`src/rtl/rca_use_exec_unit.sv`:
```
// rca_use_exec_unit
// Execution unit for RCA issue requests.
// - Config instructions complete with a zero writeback.
// - Use instructions do three things:
//   - park their operands in a skid register until the PR grid accepts them;
//   - record {id, wr_mask} in an in-order tracking FIFO;
//   - retire when the grid IO units show every masked result port valid,
//     or when the head op waits too long (timeout).
// Ports:
//   clk, rst                clock, synchronous active-high reset
//   issue_*                 issue handshake and payload (issue_ready out)
//   flush                   drop pending config, skid operands and tracked ops
//   grid_inp_* / grid_rs    operand handoff to the PR grid
//   result_valid/data/pop   per-write-port grid outputs and their pop strobes
//   wb_*                    registered writeback, held until wb_ack
//   inflight_count          number of tracked use ops
module rca_use_exec_unit #(
  parameter int XLEN            = 32,
  parameter int NUM_READ_PORTS  = 5,
  parameter int NUM_WRITE_PORTS = 5,
  parameter int NUM_RCAS        = 4,
  parameter int ID_W            = 3,
  parameter int MAX_INFLIGHT    = 4,
  parameter int TIMEOUT_CYCLES  = 256,
  localparam int SEL_W          = (NUM_RCAS > 1) ? $clog2(NUM_RCAS) : 1,
  localparam int CNT_W          = $clog2(MAX_INFLIGHT) + 1
) (
  input  logic                              clk,
  input  logic                              rst,
  input  logic                              issue_new_request,
  output logic                              issue_ready,
  input  logic [ID_W-1:0]                   issue_id,
  input  logic                              issue_use_instr,
  input  logic [SEL_W-1:0]                  issue_rca_sel,
  input  logic [NUM_WRITE_PORTS-1:0]        issue_wr_mask,
  input  logic [NUM_READ_PORTS*XLEN-1:0]    issue_rs,
  input  logic                              flush,
  output logic                              grid_inp_valid,
  input  logic                              grid_inp_ready,
  output logic [SEL_W-1:0]                  grid_rca_sel,
  output logic [NUM_READ_PORTS*XLEN-1:0]    grid_rs,
  input  logic [NUM_WRITE_PORTS-1:0]        result_valid,
  input  logic [NUM_WRITE_PORTS*XLEN-1:0]   result_data,
  output logic [NUM_WRITE_PORTS-1:0]        result_pop,
  output logic                              wb_done,
  output logic [ID_W-1:0]                   wb_id,
  output logic [NUM_WRITE_PORTS*XLEN-1:0]   wb_rd,
  output logic [NUM_WRITE_PORTS-1:0]        wb_rd_mask,
  output logic                              wb_timeout,
  input  logic                              wb_ack,
  output logic [CNT_W-1:0]                  inflight_count
);

  localparam int PTR_W      = $clog2(MAX_INFLIGHT);
  localparam int TMO_W      = (TIMEOUT_CYCLES > 1) ? $clog2(TIMEOUT_CYCLES) : 1;
  localparam int TMO_LAST_I = (TIMEOUT_CYCLES > 0) ? TIMEOUT_CYCLES - 1 : 0;
  localparam logic [TMO_W-1:0] TMO_LAST = TMO_W'(TMO_LAST_I);
  localparam bit   TMO_EN   = (TIMEOUT_CYCLES > 0);

  // Operand skid register
  logic                           skid_full_q, skid_full_d;
  logic [SEL_W-1:0]               skid_rca_q, skid_rca_d;
  logic [NUM_READ_PORTS*XLEN-1:0] skid_rs_q, skid_rs_d;
  // In-order tracking FIFO; pointers carry an extra wrap bit
  logic [ID_W-1:0]                fifo_id_q   [MAX_INFLIGHT];
  logic [NUM_WRITE_PORTS-1:0]     fifo_mask_q [MAX_INFLIGHT];
  logic [CNT_W-1:0]               wr_ptr_q, rd_ptr_q;
  // Pending config completion and head timeout counter
  logic                           cfg_pending_q, cfg_pending_d;
  logic [ID_W-1:0]                cfg_id_q, cfg_id_d;
  logic [TMO_W-1:0]               tmo_cnt_q, tmo_cnt_d;
  // Writeback register
  logic                           wb_done_q, wb_done_d;
  logic [ID_W-1:0]                wb_id_q, wb_id_d;
  logic [NUM_WRITE_PORTS*XLEN-1:0] wb_rd_q, wb_rd_d;
  logic [NUM_WRITE_PORTS-1:0]     wb_mask_q, wb_mask_d;
  logic                           wb_tmo_q, wb_tmo_d;

  logic                           fifo_empty_s, head_done_s, tmo_fire_s;
  logic [CNT_W-1:0]               inflight_s;
  logic [ID_W-1:0]                head_id_s, cfg_id_s;
  logic [NUM_WRITE_PORTS-1:0]     head_mask_s, pop_mask_s;
  logic [NUM_WRITE_PORTS*XLEN-1:0] wb_data_s;
  logic issue_fire_s, use_push_s, cfg_issue_s, wb_free_s;
  logic load_use_s, load_tmo_s, load_cfg_s, head_pop_s;

  assign fifo_empty_s = (wr_ptr_q == rd_ptr_q);
  assign inflight_s   = wr_ptr_q - rd_ptr_q;
  assign head_id_s    = fifo_id_q[rd_ptr_q[PTR_W-1:0]];
  assign head_mask_s  = fifo_mask_q[rd_ptr_q[PTR_W-1:0]];
  // A zero mask satisfies the equality immediately, so such ops retire at head.
  assign head_done_s  = !fifo_empty_s && ((result_valid & head_mask_s) == head_mask_s);
  assign tmo_fire_s   = TMO_EN && !fifo_empty_s && !head_done_s && (tmo_cnt_q == TMO_LAST);

  assign issue_ready  = !rst && !flush && !skid_full_q && !cfg_pending_q &&
                        (inflight_s < CNT_W'(MAX_INFLIGHT));
  assign issue_fire_s = issue_new_request && issue_ready;
  assign use_push_s   = issue_fire_s && issue_use_instr;
  assign cfg_issue_s  = issue_fire_s && !issue_use_instr;

  // The writeback slot frees up in the same cycle it is acknowledged (no bubble).
  assign wb_free_s    = !wb_done_q || wb_ack;
  assign load_use_s   = !flush && wb_free_s && head_done_s;
  assign load_tmo_s   = !flush && wb_free_s && tmo_fire_s;
  // A config issued this cycle bypasses cfg_pending when the slot is free.
  assign load_cfg_s   = !flush && wb_free_s && (cfg_pending_q || cfg_issue_s) &&
                        !load_use_s && !load_tmo_s;
  assign head_pop_s   = load_use_s || load_tmo_s;
  assign cfg_id_s     = cfg_pending_q ? cfg_id_q : issue_id;

  // Ports delivered by the head this cycle, and the gated writeback data
  always_comb begin
    pop_mask_s = '0;
    wb_data_s  = '0;
    if (load_use_s) begin
      pop_mask_s = head_mask_s;
    end else if (load_tmo_s) begin
      pop_mask_s = head_mask_s & result_valid;
    end else begin
      pop_mask_s = '0;
    end
    for (int p = 0; p < NUM_WRITE_PORTS; p++) begin
      if (pop_mask_s[p]) begin
        wb_data_s[p*XLEN +: XLEN] = result_data[p*XLEN +: XLEN];
      end else begin
        wb_data_s[p*XLEN +: XLEN] = '0;
      end
    end
  end

  // Next state: skid register, config pending, timeout counter, writeback
  always_comb begin
    skid_full_d   = skid_full_q;
    skid_rca_d    = skid_rca_q;
    skid_rs_d     = skid_rs_q;
    cfg_pending_d = cfg_pending_q;
    cfg_id_d      = cfg_id_q;
    tmo_cnt_d     = tmo_cnt_q;
    wb_done_d     = wb_done_q;
    wb_id_d       = wb_id_q;
    wb_rd_d       = wb_rd_q;
    wb_mask_d     = wb_mask_q;
    wb_tmo_d      = wb_tmo_q;

    if (flush) begin
      skid_full_d = 1'b0;
    end else if (use_push_s) begin
      skid_full_d = 1'b1;
      skid_rca_d  = issue_rca_sel;
      skid_rs_d   = issue_rs;
    end else if (skid_full_q && grid_inp_ready) begin
      skid_full_d = 1'b0;
    end else begin
      skid_full_d = skid_full_q;
    end

    if (flush || load_cfg_s) begin
      cfg_pending_d = 1'b0;
    end else if (cfg_issue_s) begin
      cfg_pending_d = 1'b1;
      cfg_id_d      = issue_id;
    end else begin
      cfg_pending_d = cfg_pending_q;
    end

    // Counts only while the head is incomplete; it saturates at the fire value
    // so a timed-out head that finds the writeback busy fires as soon as it frees.
    if (flush || head_pop_s || fifo_empty_s) begin
      tmo_cnt_d = '0;
    end else if (TMO_EN && !head_done_s && (tmo_cnt_q != TMO_LAST)) begin
      tmo_cnt_d = tmo_cnt_q + TMO_W'(1);
    end else begin
      tmo_cnt_d = tmo_cnt_q;
    end

    if (head_pop_s) begin
      wb_done_d = 1'b1;
      wb_id_d   = head_id_s;
      wb_rd_d   = wb_data_s;
      wb_mask_d = pop_mask_s;
      wb_tmo_d  = load_tmo_s;
    end else if (load_cfg_s) begin
      wb_done_d = 1'b1;
      wb_id_d   = cfg_id_s;
      wb_rd_d   = '0;
      wb_mask_d = '0;
      wb_tmo_d  = 1'b0;
    end else if (wb_ack) begin
      wb_done_d = 1'b0;
      wb_id_d   = '0;
      wb_rd_d   = '0;
      wb_mask_d = '0;
      wb_tmo_d  = 1'b0;
    end else begin
      wb_done_d = wb_done_q;
    end
  end

  // State registers for skid, config, timeout and writeback
  always_ff @(posedge clk) begin
    if (rst) begin
      skid_full_q   <= 1'b0;
      skid_rca_q    <= '0;
      skid_rs_q     <= '0;
      cfg_pending_q <= 1'b0;
      cfg_id_q      <= '0;
      tmo_cnt_q     <= '0;
      wb_done_q     <= 1'b0;
      wb_id_q       <= '0;
      wb_rd_q       <= '0;
      wb_mask_q     <= '0;
      wb_tmo_q      <= 1'b0;
    end else begin
      skid_full_q   <= skid_full_d;
      skid_rca_q    <= skid_rca_d;
      skid_rs_q     <= skid_rs_d;
      cfg_pending_q <= cfg_pending_d;
      cfg_id_q      <= cfg_id_d;
      tmo_cnt_q     <= tmo_cnt_d;
      wb_done_q     <= wb_done_d;
      wb_id_q       <= wb_id_d;
      wb_rd_q       <= wb_rd_d;
      wb_mask_q     <= wb_mask_d;
      wb_tmo_q      <= wb_tmo_d;
    end
  end

  // Tracking FIFO storage and pointers
  always_ff @(posedge clk) begin
    if (rst) begin
      wr_ptr_q <= '0;
      rd_ptr_q <= '0;
      for (int i = 0; i < MAX_INFLIGHT; i++) begin
        fifo_id_q[i]   <= '0;
        fifo_mask_q[i] <= '0;
      end
    end else if (flush) begin
      wr_ptr_q <= '0;
      rd_ptr_q <= '0;
    end else begin
      if (use_push_s) begin
        fifo_id_q[wr_ptr_q[PTR_W-1:0]]   <= issue_id;
        fifo_mask_q[wr_ptr_q[PTR_W-1:0]] <= issue_wr_mask;
        wr_ptr_q <= wr_ptr_q + CNT_W'(1);
      end
      if (head_pop_s) begin
        rd_ptr_q <= rd_ptr_q + CNT_W'(1);
      end
    end
  end

  assign grid_inp_valid = skid_full_q;
  assign grid_rca_sel   = skid_rca_q;
  assign grid_rs        = skid_rs_q;
  assign result_pop     = pop_mask_s;
  assign wb_done        = wb_done_q;
  assign wb_id          = wb_id_q;
  assign wb_rd          = wb_rd_q;
  assign wb_rd_mask     = wb_mask_q;
  assign wb_timeout     = wb_tmo_q;
  assign inflight_count = inflight_s;

endmodule

```
`config.mk`:
```
export PLATFORM = sky130hd
export DESIGN_NAME = rca_use_exec_unit
export DESIGN_NICKNAME = d
export VERILOG_FILES = /design/src/rtl/rca_use_exec_unit.sv
export SDC_FILE = /design/constraint.sdc
export NUM_CORES = 1
export LEC_CHECK = 0
export BUFFER_PORTS_ARGS = -buffer_cell sky130_fd_sc_hd__buf_2
export CORE_AREA = 2 2 265 267
export CTS_CLUSTER_DIAMETER = 150
export DETAILED_ROUTE_END_ITERATION = 10
export DIE_AREA = 0 0 267 269
export GPL_ROUTABILITY_DRIVEN = 1
export PLACE_DENSITY_LB_ADDON = 0.25
export SYNTH_ARGS = -nofsm -noshare
export SYNTH_HDL_FRONTEND = slang
export SYNTH_SLANG_ARGS = --single-unit
```
`constraint.sdc`:
```
create_clock -name clk -period 2.6 [get_ports clk]
set_clock_uncertainty 0.2 [all_clocks]
set_input_delay 0.26 -clock clk [delete_from_list [all_inputs] [get_ports clk]]
set_output_delay 0.26 -clock clk [all_outputs]
set_load 0.02 [all_outputs]
```
; ---- Word-level counts from Yosys, hierarchy flattened
; Memories as Yosys holds them, arrays and structs flattened. A register that Yosys moved wholly into a read port is not among the register bits.
; Cells that the tools add are included.
[totals]
wordCells = 110
mem_bits_rw = 32
mem_count = 2
inputBits = 342
ff_bits = 351
[op_classes]
bitwise = 3
add_sub_neg = 4
mux = 40
n_eq_ne = 4
n_reduce_logical = 43
magnitude_cmp = 1
[mem_list]
columns = memory, words, width, read_ports, rd_clocked_by_memory_dff, wr, line
row1 = fifo_mask_q, 4, 5, 1, 1, 4, 66  ; logic [NUM_WRITE_PORTS-1:0] fifo_mask_q [MAX_INFLIGHT];
row2 = fifo_id_q, 4, 3, 1, 1, 4, 65  ; logic [ID_W-1:0] fifo_id_q [MAX_INFLIGHT];
[ops]
columns = operator, count
row1 = $mux 160, 3
row2 = $mux 32, 5
row3 = $mux 5, 6
row4 = $logic_and 1x1->1, 18
row5 = $mux 1, 15
row6 = $mux 3, 5
row7 = $mux 2, 6
row8 = $logic_not 1->1, 10
row9 = $add 8x1->8 const B, 1
row10 = $eq 8x8->1 const B, 1
row11 = $ne 8x8->1 const B, 1
row12 = $add 3x1->3 const B, 2
row13 = $logic_or 1x1->1, 6
row14 = $reduce_or 2->1, 3
row15 = $and 5x5->5, 1
row16 = $eq 5x5->1, 1
row17 = $reduce_or 5->1, 1
row18 = $reduce_and 2->1, 2
row19 = $eq 3x3->1, 1
row20 = $lt 3x3->1 const B, 1
row21 = $reduce_bool 3->1, 1
row22 = $reduce_or 3->1, 1
row23 = $sub 3x3->3, 1
row24 = $not 1->1, 2
row25 = $reduce_bool 2->1, 1

; ---- Depth between registers and ports, before layout
[logic_depth]
ltp_word = 14
mapped_depth = 12
mapped_depth_nobuf = 9

; ---- Worst setup path before layout
; No wires, ideal clock.
[synth_timing]
path_kind = reg2reg
from = reg wr_ptr_q[0]
to = mem fifo_id_q[3][0] (enable)
setup_ps = 375
n_path_buf = 1
arrival_time_ps = 2622
setup_slack_ps = -596
period_less_slack_ps = 3196
path_stages_with_launch = 10
cell_sequence = dfxtp_1 inv_1 ha_1 fa_1 xor3_1 nor2_1 and3_1 buf_2 nand2_1 o21bai_1
[synth_rtl]
columns = element, line
row1 = start: declaration, 67  ; logic [CNT_W-1:0] wr_ptr_q, rd_ptr_q;
row2 = start signal: assignment, 244  ; wr_ptr_q <= wr_ptr_q + CNT_W'(1);
row3 = end: declaration, 65

==> metrics <==
status=complete, but fails checks; failing checks=setup timing; Syn Area/Cell=9.482 um^2; Slew headroom=0.3032; CP startpoint kind=register; clock root buffer=clkbuf_16; Crit. End Element=output pin; Net Sw Power=about 3.7 mW; starting density of the core=0.2158; CP arrival=roughly 2600 ps; Die ar.=71,820 um^2; Hold Fails Final Rpt=0; synthesized cell area=14,950 um^2; crit path kind=register to output pin; ys async rst share=0; Die W=267 um; drt initial violations=570; RSZ-0062 raised after global routing=yes; post-DR vias/cell=4.331; first-pass GRT wire length=92.49 mm; final setup vio count=236; CTS clk-pin slew, worst paths=60 ps; Wirelength per Cell=17.97 um; Remaining Overflow, GRT=0; Detailed Routing Iterations Pass 1=5; largest net degree at the start of global routing=200; vias in the first global route=16,230; port bufs=683; Area Growth Syn to Fin=92.40%; clock latency on the worst-skew pair=580 ps; Internal Power=11.26 mW; Core Region=69,300 um^2; synth warn=0; H-Tree Depth=2; Nets=3,058; Yosys reg bits=385; WL final=66.38 mm; I/O pin count=approximately 680; clk buf depth=3; CTS Buf Count=46; Final WS setup=-458.0 ps; post-route ant nets=0; DR vias=16,000; Cells after Synth=1,577; Sw Share=0.2477; Post-Synthesis Net Count=1,925; PD cells=520.3 nW/um^2; Clock Sinks=385; Max rail drop VDD=~0.00040 V; share of total power in combinational logic=0.138; Seq/Total Area, Yosys=0.5369; Yosys cell types=53; Final Critical Period=3058 ps; Final period util=1.176; row cnt=97; die height=269 um; CTS tree=built; Tot GR Track Use=0.1656; filler cell count=between 6,000 and 7,000; Slew Limit Fails=0; fin util=0.4152; Primary FF master, synth=dfxtp_1; HPWL Detailed=39.68 mm; achievable frequency=0.3270 GHz; pre-CTS setup slack=-249.9 ps; Critical Path RT=roughly 2100 ps; Worst-Margin Slew=1045 ps; sequential power share=0.412; share of post-route cells with drive strength above 1=0.4707; residual DRC count=0; LEAKAGE=12.67 nW; share of power burned in the clock network=0.450; HP Class=input port to register; initial antenna violation count=7; CP Max Fanout=5; maxcap violations=0; GP Congestion=0.7931; number of synthesized flops with an enable pin=32
[what timing repair did]
| action | in CTS | in global routing |
|---|---|---|
| hold buffers | 337 | 0 |
| pin swaps | 32 | 129 |
| buffers inserted | 50 | 15 |
| cloned | 43 | 24 |
| hold endpoints to repair | 370 | 0 |
| endpoints found under the setup margin | 227 | 409 |
| gates resized for setup | 204 | 400 |
[cell usage after synthesis (2+ instances only)]
library cell  count  area, um^2
dfxtp_1         353        7067
nand2b_1        231        1445
nand2_1         177       664.4
o21ai_0         173       865.8
nor2_1          122       457.9
clkbuf_1         87       326.6
o21ai_1          66       330.3
nand3b_1         65       488.0
a22oi_1          54       405.4
a22oi_2          47       588.1
and2_1           32       200.2
edfxtp_1         32       960.9
buf_2            15       75.07
inv_1            13       48.80
mux2i_1          12       120.1
a21oi_1          10       50.05
buf_6             9       101.4
buf_1             7       26.28
xor2_1            7       61.31
mux4_2            6       135.1
ha_1              5       62.56
buf_4             4       30.03
nand3_1           4       20.02
or2_2             4       25.02
or4_1             4       30.03
nor3_1            3       15.01
a211oi_2          2       25.02
a31o_2            2       17.52
and3_1            2       12.51
and4_1            2       17.52
mux2_2            2       22.52
nor3b_1           2       15.01
nor4b_1           2       17.52
o32a_1            2       20.02
[state kept, by name, summed over array words and instances (netlist names), named ones only]
signal and flops:
cfg_id_q 3, cfg_pending_q 1, fifo_id_q 12, fifo_mask_q 20, grid_inp_valid 1, grid_rca_sel 2
grid_rs 160, rd_ptr_q 3, tmo_cnt_q 8, wb_done 1, wb_id 3, wb_rd 160
wb_rd_mask 5, wb_timeout 1, wr_ptr_q 3
[worst paths after layout]
path / cells past startpoint / endpoint / startpoint / slack (ps)
worst max-delay path: 7 / result_pop[2] / register / -460
worst min-delay path: 7 / wb_timeout / result_valid[1] / 170
worst max register to register: 10 / wb_rd[94] / register / -250
worst min register to register: 2 / grid_rs[40] / grid_rs[40] / 260
[logic make-up (layout without fill, tap and decap cells)]
family | Yosys count | after routing | synth area share
DFF | 385 | 385 | 0.5369
muxes | 20 | 20 | 0.01858
adders and majority gates | 6 | 6 | 0.005523
AOI/OAI and AO/OA | 368 | 370 | 0.1615
other | 0 | 6 | 0
and+or+nand+nor | 654 | 654 | 0.2306
xor gates and xnor gates | 9 | 9 | 0.006276
buffers and inverters | 135 | 1303 | 0.04067
[layout make-up]
class	instances	area, um^2	area share
diodes	6	15.01	0.0005219
clock buffers	62	1333	0.04632
clock inverters	23	261.5	0.009089
inverters	13	51.30	0.001783
multi-input cells	1059	7745	0.2692
flip-flops and latches	385	8038	0.2794
well taps	940	1176	0.04088
repair buffers	1205	10150	0.3528
[layout by cell type, fill, tap and decap left out, types with 66 or more instances in the layout]
| master | netlist | layout |
|---|---|---|
| nor2_1 | 122 | 118 |
| clkbuf_16 | 0 | 66 |
| dlygate4sd3_1 | 0 | 337 |
| nand2b_1 | 231 | 230 |
| buf_2 | 15 | 675 |
| nand2_1 | 177 | 75 |
| dfxtp_1 | 353 | 349 |
| a22oi_2 | 47 | 101 |
| o21ai_2 | 1 | 90 |
| o21ai_1 | 66 | 106 |
[critical path, stage by stage, from the launching register on]
cell and delay, ps:
dfxtp_4 390, mux4_2 540, a22oi_2 230, nand4_4 170
buf_12 170, a211oi_4 260, buf_12 150, buf_8 100
[metrics by stage]
stage,instances,hold WS [ps],power [mW],TNS (ps),cell area [um^2]
floorplan,1577,168.6,6.825,-11920,15170
global placement,3146,241.4,7.358,-29250,19880
detailed placement,3146,250.5,7.369,-29330,19880
CTS,3660,13.45,15.02,-59540,27260
global route,3693,182.2,15.52,-56790,28770
finish,3693,167.0,14.97,-29540,28770
[metal layers]
layer,GRT usage,wire length [um]
met1,0.1713,24290
met2,0.3023,33920
met3,0.04411,4492
met4,0.09475,3665
met5,0,13
[power by group through the flow]
| stage | combinational, mW | clock [mW] | sequential, mW |
|---|---|---|---|
| finish | 2.07 | 6.74 | 6.16 |
| global route | 2.19 | 7.17 | 6.17 |
| CTS | 1.92 | 6.95 | 6.16 |
| detailed placement | 1.08 | 0 | 6.28 |
| global placement | 1.08 | 0 | 6.28 |
| floorplan | 0.424 | 0 | 6.40 |
(Power assumes the default switching activity.)
